--- config.mk ---
export PLATFORM = sky130hd
export DESIGN_NAME = mem_access_unit_flat
export DESIGN_NICKNAME = d
export VERILOG_FILES = /design/src/rtl/mem_access_unit_pkg.sv /design/src/rtl/mem_access_unit_if.sv /design/src/rtl/mem_access_unit_load_align.sv /design/src/rtl/mem_access_unit.sv /design/src/flat_wrapper.sv
export SDC_FILE = /design/constraint.sdc
export NUM_CORES = 1
export LEC_CHECK = 0
export ABC_AREA = 0
export CAP_MARGIN = 20
export CELL_PAD_IN_SITES_DETAIL_PLACEMENT = 2
export CELL_PAD_IN_SITES_GLOBAL_PLACEMENT = 2
export CORE_AREA = 4 4 150 152
export CTS_CLUSTER_SIZE = 10
export DETAILED_ROUTE_END_ITERATION = 7
export DIE_AREA = 0 0 154 156
export PLACE_DENSITY = 0.83
export SLEW_MARGIN = 20
export SYNTH_ARGS = -nofsm -noshare
export SYNTH_HDL_FRONTEND = slang
export SYNTH_SLANG_ARGS = --single-unit
--- constraint.sdc ---
create_clock -name clk -period 4.6 [get_ports clk]
set_input_delay 1.38 -clock clk [delete_from_list [all_inputs] [get_ports clk]]
set_output_delay 1.38 -clock clk [all_outputs]
set_load 0.02 [all_outputs]
--- src/rtl/mem_access_unit_pkg.sv ---
// Shared definitions for the load/store unit: size codes, FSM states,
// request bundle and the alignment/byte-lane helpers.
package mem_access_unit_pkg;

  localparam logic [1:0] SIZE_B = 2'b00;
  localparam logic [1:0] SIZE_H = 2'b01;
  localparam logic [1:0] SIZE_W = 2'b10;
  localparam logic [1:0] SIZE_X = 2'b11;

  localparam logic [1:0] ST_IDLE   = 2'd0;
  localparam logic [1:0] ST_ACCESS = 2'd1;
  localparam logic [1:0] ST_RESP   = 2'd2;

  localparam int TIMEOUT_DEF = 255;

  typedef struct packed {
    logic        we;
    logic [1:0]  size;
    logic        sgn;
    logic [31:0] addr;
    logic [31:0] wdata;
  } req_t;

  function automatic logic bad_req(
    input logic [1:0] size,
    input logic [1:0] off
  );
    return (size == SIZE_X)
         | ((size == SIZE_H) & off[0])
         | ((size == SIZE_W) & (off != 2'b00));
  endfunction

  function automatic logic [3:0] lane_en(
    input logic [1:0] size,
    input logic [1:0] off
  );
    logic [3:0] be;
    be = 4'b0000;
    unique case (1'b1)
      (size == SIZE_B): be = 4'b0001 << off;
      (size == SIZE_H): be = 4'b0011 << {off[1], 1'b0};
      (size == SIZE_W): be = 4'b1111;
      default:          be = 4'b0000;
    endcase
    return be;
  endfunction

endpackage

--- src/rtl/mem_access_unit_if.sv ---
// Request, memory-port and response signals of the load/store unit.
// slave = the unit, master = pipeline plus data memory.
interface mem_access_unit_if;
  logic        req_valid;
  logic        req_ready;
  logic        req_we;
  logic [1:0]  req_size;
  logic        req_signed;
  logic [31:0] req_addr;
  logic [31:0] req_wdata;

  logic        mem_en;
  logic        mem_we;
  logic [3:0]  mem_be;
  logic [31:0] mem_addr;
  logic [31:0] mem_wdata;
  logic [31:0] mem_rdata;
  logic        mem_ack;

  logic        rsp_valid;
  logic        rsp_ready;
  logic [31:0] rsp_rdata;
  logic        rsp_err;

  modport slave (
    input  req_valid, req_we, req_size,
    input  req_signed, req_addr, req_wdata,
    input  mem_rdata, mem_ack, rsp_ready,
    output req_ready, mem_en, mem_we, mem_be,
    output mem_addr, mem_wdata,
    output rsp_valid, rsp_rdata, rsp_err
  );

  modport master (
    output req_valid, req_we, req_size,
    output req_signed, req_addr, req_wdata,
    output mem_rdata, mem_ack, rsp_ready,
    input  req_ready, mem_en, mem_we, mem_be,
    input  mem_addr, mem_wdata,
    input  rsp_valid, rsp_rdata, rsp_err
  );
endinterface

--- src/rtl/mem_access_unit_load_align.sv ---
// Picks the addressed byte/halfword out of a read word and
// sign- or zero-extends it to 32 bits.
import mem_access_unit_pkg::*;

module mem_access_unit_load_align (
  input  logic [31:0] word,
  input  logic [1:0]  off,
  input  logic [1:0]  size,
  input  logic        sgn,
  output logic [31:0] data
);
  logic [7:0]  b;
  logic [15:0] h;

  always_comb begin
    b    = word[{off, 3'b000} +: 8];
    h    = off[1] ? word[31:16] : word[15:0];
    data = word;
    case (size)
      SIZE_B:  data = {{24{sgn & b[7]}}, b};
      SIZE_H:  data = {{16{sgn & h[15]}}, h};
      default: data = word;
    endcase
  end
endmodule

--- src/rtl/mem_access_unit.sv ---
// Non-pipelined load/store unit: one request in flight, byte-enabled
// word port to data memory, extended load data back to the pipeline.
import mem_access_unit_pkg::*;

module mem_access_unit #(
  parameter int TIMEOUT = TIMEOUT_DEF,
  parameter int CNT_W   = 16
) (
  input  logic clk,
  input  logic rst_n,
  mem_access_unit_if.slave bus
);
  logic [1:0]       state;
  req_t             req;
  logic [CNT_W-1:0] cnt;
  logic [31:0]      rdata_q;
  logic             err_q;
  logic [31:0]      load;
  logic             acc;

  assign acc = (state == ST_ACCESS);

  mem_access_unit_load_align u_load_align (
    .word (bus.mem_rdata),
    .off  (req.addr[1:0]),
    .size (req.size),
    .sgn  (req.sgn),
    .data (load)
  );

  always_ff @(posedge clk or negedge rst_n) begin
    if (!rst_n) begin
      state   <= ST_IDLE;
      req     <= '0;
      cnt     <= '0;
      rdata_q <= '0;
      err_q   <= 1'b0;
    end else begin
      case (state)
        ST_IDLE: begin
          if (bus.req_valid) begin
            req <= '{we:    bus.req_we,
                     size:  bus.req_size,
                     sgn:   bus.req_signed,
                     addr:  bus.req_addr,
                     wdata: bus.req_wdata};
            cnt     <= '0;
            rdata_q <= '0;
            if (bad_req(bus.req_size, bus.req_addr[1:0])) begin
              err_q <= 1'b1;
              state <= ST_RESP;
            end else begin
              err_q <= 1'b0;
              state <= ST_ACCESS;
            end
          end
        end
        ST_ACCESS: begin
          // ACK takes priority over a timeout landing in the same cycle
          if (bus.mem_ack) begin
            rdata_q <= req.we ? 32'd0 : load;
            state   <= ST_RESP;
          end else if (cnt == CNT_W'(TIMEOUT - 1)) begin
            err_q <= 1'b1;
            state <= ST_RESP;
          end else begin
            cnt <= cnt + 1'b1;
          end
        end
        ST_RESP: begin
          if (bus.rsp_ready) state <= ST_IDLE;
        end
        default: state <= ST_IDLE;
      endcase
    end
  end

  always_comb begin
    bus.mem_wdata = req.wdata;
    case (req.size)
      SIZE_B:  bus.mem_wdata = {4{req.wdata[7:0]}};
      SIZE_H:  bus.mem_wdata = {2{req.wdata[15:0]}};
      default: bus.mem_wdata = req.wdata;
    endcase
  end

  assign bus.mem_en    = acc;
  assign bus.mem_we    = acc & req.we;
  assign bus.mem_be    = acc ? lane_en(req.size, req.addr[1:0]) : 4'b0000;
  assign bus.mem_addr  = {req.addr[31:2], 2'b00};
  assign bus.req_ready = (state == ST_IDLE);
  assign bus.rsp_valid = (state == ST_RESP);
  assign bus.rsp_rdata = rdata_q;
  assign bus.rsp_err   = err_q;
endmodule
--- src/flat_wrapper.sv ---
// flat-port wrapper written by rule: the top's interface ports become plain ports
module mem_access_unit_flat 
#(
  parameter int TIMEOUT = TIMEOUT_DEF,
  parameter int CNT_W   = 16
)
  (clk, rst_n, bus_req_valid, bus_req_we, bus_req_size, bus_req_signed, bus_req_addr, bus_req_wdata, bus_mem_rdata, bus_mem_ack, bus_rsp_ready, bus_req_ready, bus_mem_en, bus_mem_we, bus_mem_be, bus_mem_addr, bus_mem_wdata, bus_rsp_valid, bus_rsp_rdata, bus_rsp_err);
  mem_access_unit_if bus_i ();
  input  logic clk;
  input  logic rst_n;
  input wire logic [$bits(bus_i.req_valid)-1:0] bus_req_valid;
  input wire logic [$bits(bus_i.req_we)-1:0] bus_req_we;
  input wire logic [$bits(bus_i.req_size)-1:0] bus_req_size;
  input wire logic [$bits(bus_i.req_signed)-1:0] bus_req_signed;
  input wire logic [$bits(bus_i.req_addr)-1:0] bus_req_addr;
  input wire logic [$bits(bus_i.req_wdata)-1:0] bus_req_wdata;
  input wire logic [$bits(bus_i.mem_rdata)-1:0] bus_mem_rdata;
  input wire logic [$bits(bus_i.mem_ack)-1:0] bus_mem_ack;
  input wire logic [$bits(bus_i.rsp_ready)-1:0] bus_rsp_ready;
  output wire logic [$bits(bus_i.req_ready)-1:0] bus_req_ready;
  output wire logic [$bits(bus_i.mem_en)-1:0] bus_mem_en;
  output wire logic [$bits(bus_i.mem_we)-1:0] bus_mem_we;
  output wire logic [$bits(bus_i.mem_be)-1:0] bus_mem_be;
  output wire logic [$bits(bus_i.mem_addr)-1:0] bus_mem_addr;
  output wire logic [$bits(bus_i.mem_wdata)-1:0] bus_mem_wdata;
  output wire logic [$bits(bus_i.rsp_valid)-1:0] bus_rsp_valid;
  output wire logic [$bits(bus_i.rsp_rdata)-1:0] bus_rsp_rdata;
  output wire logic [$bits(bus_i.rsp_err)-1:0] bus_rsp_err;
  assign bus_i.req_valid = bus_req_valid;
  assign bus_i.req_we = bus_req_we;
  assign bus_i.req_size = bus_req_size;
  assign bus_i.req_signed = bus_req_signed;
  assign bus_i.req_addr = bus_req_addr;
  assign bus_i.req_wdata = bus_req_wdata;
  assign bus_i.mem_rdata = bus_mem_rdata;
  assign bus_i.mem_ack = bus_mem_ack;
  assign bus_i.rsp_ready = bus_rsp_ready;
  assign bus_req_ready = bus_i.req_ready;
  assign bus_mem_en = bus_i.mem_en;
  assign bus_mem_we = bus_i.mem_we;
  assign bus_mem_be = bus_i.mem_be;
  assign bus_mem_addr = bus_i.mem_addr;
  assign bus_mem_wdata = bus_i.mem_wdata;
  assign bus_rsp_valid = bus_i.rsp_valid;
  assign bus_rsp_rdata = bus_i.rsp_rdata;
  assign bus_rsp_err = bus_i.rsp_err;
  mem_access_unit #(.TIMEOUT(TIMEOUT), .CNT_W(CNT_W)) u_core (.clk(clk), .rst_n(rst_n), .bus(bus_i));
endmodule
==> out/qor.txt, run 1 <==
Yosys cell types: 47
total iterations of the first detailed-routing run: 4
Post-CTS Resized: 0
register area: 2980 um^2
DR vias/cell: 4.92
global-route wire length before repair: 35,600 um
Finished Core Util: 0.416
DR iter-0 viols: 237
final antenna-violating net count: 0
Worst Path Arrival: 2.44 ns
worst path bufs/invs: 3
VDD IR max: 0.313 mV
gr usage total: 0.187
core box area: 21,000 um^2
critical path capture point type: primary output
I/O Buffers: 207
DPL Wire Length: 16,100 um
H-tree depth: 4
Net Switching: 2.42 mW
clk_skew: 0.0123 ns
outcome: completed
Achievable Freq: 262 MHz
Cells after Synth: 667
Nets: 934
final period utilization: 0.830
Synth top area share: 0.488
total power: 5.91 mW
Crit path max-delay family: buffers and inverters
Least-Margin Pin Slew: 1.09 ns
Hold WS: 0.474 ns
residual DRC count: 0
setup violators final: 0
Cell Count, Final, Fillers Out: 1,115
critical path class: flip-flop to primary output
Mapped Avg Cell Area: 9.14 um^2
worst skew pair latency: 0.42 ns
Seq/Total Area, Yosys: 0.488
Slew Viols, Final: 0
area leader, netlist: dfrtp_1
area grow syn2layout: 43.5%
slowest CP cell: clkdlybuf4s50_1
postcts setup bufs: 0
final worst slack: 0.783 ns
Final min period: 3.82 ns
area of the multi-input gates: 2620 um^2
Hold Path Class: flip-flop to flip-flop
dpl cell area: 8180 um^2
routed len/inst: 19.9 um
placed insts: 1,083
layout cell share with drive strength beyond 1: 0.0988
Place WS: 1.08 ns
CTS tree: yes
cts hold-fix bufs: 0
Clock Tree Root: clkbuf_16
Num CTS Buffers: 17
top cells by area, synth: dfrtp_1 49%, nand2_1 15%, buf_4 4.9%, a221o_1 3.9%, mux2_2 3.3%
most common cell in the netlist: nand2_1
Net Sw Frac: 0.410
Setup TNS Final: 0 ns
Startpoint Class: flip-flop
internal power: 3.48 mW
most frequent cells after synthesis: 240 x nand2_1, 119 x dfrtp_1, 40 x buf_4, 24 x a221o_1, 21 x a21oi_1
Die X: 154 um
via count: 5,485
cell chain of the critical path: buf_4 > nor2_1 > buf_4 > mux2_2 > clkdlybuf4s50_1
# clock sinks: 119
Max Root-Sink Buffers: 2
routability congestion estimate from global placement: 0.833
Async S/R FF share, synth: 1.00
initial antenna violation count: 0
# diodes: 0
grt ovf: 0
Ports: 210
synth warn: 0
ys flop type: dfrtp_1
crit-path max FO: 10
PD cells: 675 nW/um^2
Post-synth EDFFs: 0
final instance area: 8750 um^2
Die ar.: 24,000 um^2
post-synthesis cell area: 6100 um^2
max incr delay on CP: 0.55 ns
Initial Util: 0.290
slew margin rel.: 0.274
largest net degree at the start of global routing: 71
Critical Path RT: 3.22 ns
Clock Power Share: 0.219
Chip Height: 156 um
Site Rows: 53
number of global-route vias before repair: 6,159
combinational power share: 0.483
Flop pwr share: 0.299
fill count: 2,276
Seq cells post-synth: 119
Reg clk slew, reported paths: 0.06 ns
most used cell, CP: buf_4
max-cap violations: 0
Final Hold Vio Count: 0
final WL: 22,200 um
RSZ-0062 raised after global routing: no
cell leakage power: 3.90 nW
[worst min-delay path: stages, from the launching register on]
cell	delay [ns]
dfrtp_1	0.34
nand2_1	0.05
nand2_1	0.05
[cells in the final DEF (no fill, tap or decap), drive strengths merged, types with 3 or more instances in the layout]
cell           count
clkdlybuf4s50    206
a221o             24
inv               14
clkinvlp           4
o21ai             28
a21o               9
nor2              12
or2                7
a21oi             21
clkinv             5
o31ai              3
nand4              6
and4               4
dfrtp            119
or3                5
a221oi             8
nand3              5
a211oi             5
nor2b             11
nand2b             4
mux2i             17
a32oi              7
mux2              18
clkbuf            19
buf               13
nand2            240
[metal layers]
| layer | track usage | vias up | part of all wire |
|---|---|---|---|
| met5 | 0 | - | 0 |
| met4 | 0.0467 | 0 | 0.0067 |
| met3 | 0.0638 | 10 | 0.078 |
| met2 | 0.308 | 187 | 0.48 |
| met1 | 0.238 | 2739 | 0.44 |
| li1 | - | 2549 | - |
[path summary, 6_finish.rpt]
kind | start | to | slack (ns) | cells after the start
setup / recovery | u_core.req[65] | bus_mem_wdata[13] | 0.78 | 5
hold reg to reg | u_core.bus.mem_addr[16] | u_core.bus.mem_addr[16] | 0.47 | 2
hold / removal | u_core.bus.mem_addr[16] | u_core.bus.mem_addr[16] | 0.47 | 2
min in group asynchronous | rst_n | u_core.bus.rsp_err | 1.01 | 1
max in group asynchronous | rst_n | u_core.cnt[1] | 2.74 | 2
setup reg to reg | u_core.req[33] | u_core.bus.rsp_rdata[2] | 2.40 | 4
[final cells by class]
type	instances	area share
clock inverters	13	0.0140
inverters	11	0.00472
repair buffers	219	0.251
flip-flops and latches	119	0.340
well taps	275	0.0393
multi-input cells	459	0.300
clock buffers	19	0.0506
[power groups by stage]
stage,clock network (mW),registers (mW),logic [mW]
floorplan,0,1.70,1.77
global placement,0,1.76,2.81
detailed placement,0,1.77,2.88
CTS,1.32,1.77,2.90
global route,1.38,1.83,3.10
finish,1.29,1.76,2.85
[cells by family (layout without fill, tap and decap cells)]
group,Yosys count,count (layout),synth area share
AOI/OAI and AO/OA,111,111,0.137
muxes,36,36,0.0669
buffers and inverters,90,262,0.0845
other,1,2,0.000615
DFF,119,119,0.488
adders and majority gates,2,2,0.00410
and+or+nand+nor,308,308,0.218
[state kept, by name, summed over array words and instances, names as in the netlist]
signal and cells:
u_core.bus.mem_addr 30, u_core.bus.rsp_err 1, u_core.bus.rsp_rdata 32, u_core.cnt 16
u_core.req 38, u_core.state 2
(Power assumes the default switching activity.)
==> run 2, diff against run 1 <==
--- a/config.mk
+++ b/config.mk
@@ -9,11 +9,11 @@
 export CAP_MARGIN = 20
 export CELL_PAD_IN_SITES_DETAIL_PLACEMENT = 2
 export CELL_PAD_IN_SITES_GLOBAL_PLACEMENT = 2
-export CORE_AREA = 4 4 150 152
+export CORE_AREA = 4 4 165 167
 export CTS_CLUSTER_SIZE = 10
 export DETAILED_ROUTE_END_ITERATION = 7
-export DIE_AREA = 0 0 154 156
-export PLACE_DENSITY = 0.83
+export DIE_AREA = 0 0 169 171
+export PLACE_DENSITY = 0.73
 export SLEW_MARGIN = 20
 export SYNTH_ARGS = -nofsm -noshare
 export SYNTH_HDL_FRONTEND = slang
==> constraint.sdc (replaced) <==
create_clock -name clk -period 3.2 [get_ports clk]
set_input_delay 0.96 -clock clk [delete_from_list [all_inputs] [get_ports clk]]
set_output_delay 0.96 -clock clk [all_outputs]
set_load 0.02 [all_outputs]
==> out/qor.txt, run 2 (same netlist as run 1, synthesis figures left out) <==
outcome: completed
Num CTS Buffers: 17
number of global-route vias before repair: 6,107
H-tree depth: 4
crit-path max FO: 9
R2R setup slack: 1.09 ns
# clock sinks: 119
critical path capture point type: primary output
commonest non-fill, non-tap cell in the layout: nand2_1
clk_skew: 0.0118 ns
Worst Path Arrival: 2.09 ns
VDD IR max: 0.359 mV
core box area: 25,800 um^2
I/O Buffers: 207
Ports: 210
worst r2r dst: u_core.bus.rsp_rdata[25]
RSZ-0062 raised after global routing: no
Initial Util: 0.237
final period utilization: 0.954
Die ar.: 28,900 um^2
Site Rows: 59
Final min period: 3.05 ns
Worst Reg-to-Reg Cells: 5
Reg clk slew, reported paths: 0.06 ns
via count: 5,527
Crit. Startpoint: u_core.req[65]
Top reg by flops: u_core.req
Nets: 946
CTS tree: yes
Final Hold Vio Count: 0
Hold Path Class: flip-flop to flip-flop
DPL Wire Length: 16,600 um
max-cap violations: 0
commonest cells after routing, fill and taps aside: 239 x nand2_1, 202 x clkdlybuf4s50_1, 117 x dfrtp_1, 24 x a221o_1, 21 x a21oi_1
initial antenna violation count: 1
final worst slack: 0.146 ns
critical path class: flip-flop to primary output
DR vias/cell: 4.66
reg2reg start: u_core.state[1]
cell leakage power: 4.02 nW
worst skew pair latency: 0.43 ns
Startpoint Class: flip-flop
total iterations of the first detailed-routing run: 4
routability congestion estimate from global placement: 0.761
final WL: 22,800 um
Place WS: 0.182 ns
setup violators final: 0
Clock Tree Root: clkbuf_16
gr usage total: 0.157
Hold Path Cell Cnt: 2
Max Root-Sink Buffers: 2
global-route wire length before repair: 35,400 um
Setup TNS Final: 0 ns
Die X: 169 um
layout cell share with drive strength beyond 1: 0.115
Worst Hold Endpoint: u_core.bus.mem_addr[24]
Critical Path RT: 2.24 ns
residual DRC count: 0
PD cells: 973 nW/um^2
final instance area: 8980 um^2
DR iter-0 viols: 300
area grow syn2layout: 47.3%
grt ovf: 0
total power: 8.74 mW
largest net degree at the start of global routing: 51
final antenna-violating net count: 0
Chip Height: 171 um
Finished Core Util: 0.349
Achievable Freq: 327 MHz
# diodes: 0
Least-Margin Pin Slew: 1.07 ns
max reg flops: 38
routed len/inst: 19.2 um
slew margin rel.: 0.285
Slew Viols, Final: 0
min-delay src: u_core.bus.mem_addr[24]
dpl cell area: 8340 um^2
-- run 2: final cells by class --
type                       count  area (um^2)
fill                        2821        16800
sequential                   119         2980
multi-input combinational    459         2620
timing repair buffer         231         2310
clock buffer                  18          429
tap                          335          419
clock inverter                14          175
inverter                      11         41.3
-- run 2: through the flow --
step	hold slack [ns]	instances
after global placement	0.456	1153
after global routing	0.510	1187
after detailed placement	0.466	1153
after floorplan	0.440	668
after CTS	0.482	1185
final	0.475	1187
-- run 2: repair_timing --
item / CTS / global route
hold buffers: 0 / 0
buffers inserted: 0 / 2
pin swaps: 0 / 0
gates resized for setup: 2 / 5
endpoints found under the setup margin: 18 / 16
-- run 2: report_power, final --
group | leakage (nW) | internal [mW] | total (mW) | switching [mW]
logic | 2.20 | 1.95 | 4.26 | 2.31
clock network | 0.276 | 1.23 | 2.02 | 0.787
registers | 1.54 | 2.04 | 2.46 | 0.414
-- run 2: critical path, cell delays in order, from the launching register on --
cell and delay, ns:
dfrtp_2 0.45, nor2_1 0.11, buf_4 0.20, mux2_2 0.35, clkdlybuf4s50_1 0.56
-- run 2: worst max-delay path by stage --
stage	end	slack, ns
finish	bus_mem_wdata[13]	0.15
global route	bus_mem_wdata[15]	0.02
CTS	bus_mem_wdata[9]	0.01
detailed placement	u_core.bus.rsp_rdata[25]	0.18
global placement	u_core.bus.rsp_rdata[17]	0.25
floorplan	bus_mem_be[1]	0.53
-- run 2: layer usage --
metal,track usage,wire (um),vias up
li1,-,-,2577
met2,0.263,10900,177
met3,0.0638,1940,15
met5,0,13,-
met4,0.0382,192,2
met1,0.190,9770,2756
==> run 3, diff against run 2 <==
--- a/config.mk
+++ b/config.mk
@@ -9,11 +9,13 @@
 export CAP_MARGIN = 20
 export CELL_PAD_IN_SITES_DETAIL_PLACEMENT = 2
 export CELL_PAD_IN_SITES_GLOBAL_PLACEMENT = 2
-export CORE_AREA = 4 4 165 167
+export CORE_AREA = 4 4 162 164
+export CTS_BUF_LIST = sky130_fd_sc_hd__clkbuf_8
 export CTS_CLUSTER_SIZE = 10
 export DETAILED_ROUTE_END_ITERATION = 7
-export DIE_AREA = 0 0 169 171
-export PLACE_DENSITY = 0.73
+export DIE_AREA = 0 0 166 168
+export PLACE_DENSITY = 0.75
+export RECOVER_POWER = 25
 export SLEW_MARGIN = 20
 export SYNTH_ARGS = -nofsm -noshare
 export SYNTH_HDL_FRONTEND = slang
==> constraint.sdc (replaced) <==
create_clock -name clk -period 2.5 [get_ports clk]
set_input_delay 0.75 -clock clk [delete_from_list [all_inputs] [get_ports clk]]
set_output_delay 0.75 -clock clk [all_outputs]
set_load 0.02 [all_outputs]
==> out/qor.txt, run 3 (same netlist as run 1, synthesis figures left out) <==
outcome: completed
H-tree depth: 4
Final min period: 2.46 ns
Worst Path Arrival: 1.71 ns
critical path class: flip-flop to primary output
# diodes: 0
worst skew pair latency: 0.45 ns
VDD IR max: 0.491 mV
Startpoint Class: flip-flop
Worst Reg-to-Reg Cells: 6
crit-path max FO: 11
max reg flops: 38
CTS tree: yes
cts hold-fix bufs: 0
# clock sinks: 119
DR vias/cell: 4.69
slew margin rel.: 0.0325
Cell Count, Final, Fillers Out: 1,200
met2 Use GR: 0.281
final WL: 23,600 um
PD cells: 1210 nW/um^2
number of global-route vias before repair: 6,376
setup violators final: 0
Num CTS Buffers: 17
fill count: 2,713
grt ovf: 0
cell leakage power: 4.10 nW
core box area: 24,900 um^2
Hold Path Cell Cnt: 2
placed insts: 1,161
Least-Margin Pin Slew: 1.45 ns
Reg clk slew, reported paths: 0.09 ns
busiest grt layer: met2
DPL Wire Length: 17,200 um
layout cell share with drive strength beyond 1: 0.171
RSZ-0062 raised after global routing: yes
global-route wire length before repair: 36,900 um
routing usage on met3: 0.0594
DR iter-0 viols: 227
Max Root-Sink Buffers: 2
Top reg by flops: u_core.req
Site Rows: 58
Flop pwr share: 0.291
residual DRC count: 0
Clock Power Share: 0.175
commonest cells after routing, fill and taps aside: 239 x nand2_1, 174 x clkdlybuf4s50_1, 117 x dfrtp_1, 30 x buf_4, 24 x a221o_1
area grow syn2layout: 47.9%
routability congestion estimate from global placement: 0.769
internal power: 6.33 mW
worst r2r dst: u_core.cnt[8]
Initial Util: 0.245
combinational power share: 0.534
routed len/inst: 19.7 um
Chip Height: 168 um
Hold Path Class: flip-flop to flip-flop
Nets: 964
Slew Viols, Final: 0
commonest non-fill, non-tap cell in the layout: nand2_1
Achievable Freq: 406 MHz
critical path capture point type: primary output
Die X: 166 um
final instance area: 9010 um^2
initial antenna violation count: 1
R2R setup slack: 0.49 ns
Net Switching: 4.62 mW
total iterations of the first detailed-routing run: 6
reg2reg start: u_core.cnt[0]
final antenna-violating net count: 0
I/O Buffers: 207
final period utilization: 0.986
Die ar.: 27,900 um^2
total power: 11.0 mW
gr usage total: 0.167
via count: 5,629
Final Hold Vio Count: 0
Hold WS: 0.478 ns
Crit. Startpoint: u_core.req[66]
min-delay src: u_core.bus.mem_addr[9]
clk_skew: 0.00995 ns
max-cap violations: 0
dpl cell area: 8460 um^2
Worst Hold Endpoint: u_core.bus.mem_addr[9]
Net Sw Frac: 0.422
Clock Tree Root: clkbuf_8
Ports: 210
M1 GR Usage: 0.203
largest net degree at the start of global routing: 68
Critical Path RT: 1.75 ns
==> run 3: cell count changes in the layout (fill, tap and decap cells not counted), sizes merged <==
cell,previous run,this run
buf,25,60
clkdlybuf4s50,202,174
dlygate4sd2,0,6
clkdlybuf4s15,0,4
dlymetal6s2s,4,0
clkbuf,18,21
clkinv,2,5
clkinvlp,6,3
bufbuf,0,1
inv,14,15
==> run 3: through the flow <==
| step | setup slack [ns] | TNS [ns] | utilization |
|---|---|---|---|
| 2_1_floorplan | 0.0383 | 0 | - |
| 3_3_place_gp | -0.192 | -3.26 | 0.340 |
| 3_5_place_dp | -0.304 | -5.54 | 0.340 |
| 4_1_cts | -0.111 | -0.296 | 0.357 |
| 5_1_grt | -0.0461 | -0.329 | 0.362 |
| 6_report | 0.0352 | 0 | 0.362 |
==> run 3: area by class of cell <==
| class | instances | area, um^2 | area share |
|---|---|---|---|
| clock buffers | 17 | 234 | 0.0260 |
| well taps | 330 | 413 | 0.0458 |
| multi-input cells | 459 | 2690 | 0.299 |
| flip-flops and latches | 119 | 2980 | 0.331 |
| clock inverters | 15 | 179 | 0.0198 |
| inverters | 11 | 41.3 | 0.00458 |
| repair buffers | 249 | 2480 | 0.275 |
==> run 3: worst max-delay path by stage <==
stage                          endpoint  slack (ns)  cells past startpoint
2_1_floorplan             bus_mem_be[1]        0.04                      6
3_3_place_gp   u_core.bus.rsp_rdata[16]       -0.19                      4
3_5_place_dp   u_core.bus.rsp_rdata[24]       -0.30                      4
4_1_cts               bus_mem_wdata[10]       -0.11                      4
5_1_grt               bus_mem_wdata[14]       -0.05                      5
6_report              bus_mem_wdata[16]        0.04                      3
==> run 3: power by group through the flow <==
stage / sequential [mW] / combinational, mW / clock, mW
floorplan: 3.13 / 3.25 / 0
global placement: 3.15 / 5.55 / 0
detailed placement: 3.19 / 5.65 / 0
CTS: 3.18 / 5.60 / 1.99
global route: 3.29 / 6.31 / 2.07
finish: 3.18 / 5.85 / 1.92
==> run 3: critical path, stage by stage (launching register included) <==
cell           delay [ns]
dfrtp_2              0.41
buf_6                0.18
mux2_2               0.37
dlygate4sd2_1        0.32
==> run 3: metal layers <==
layer | vias to the layer above | routed length (um) | part of all wire
met4 | 2 | 287 | 0.012
met1 | 2810 | 10200 | 0.43
li1 | 2615 | - | -
met2 | 181 | 11200 | 0.48
met5 | - | 8 | 0.00034
met3 | 21 | 1830 | 0.078
==> run 3: what timing repair did <==
item,in CTS,in global routing
buffers inserted,1,4
setup endpoints to repair,32,20
gates resized for setup,119,36
pin swaps,1,2
hold endpoints to repair,0,0
cloned,1,1
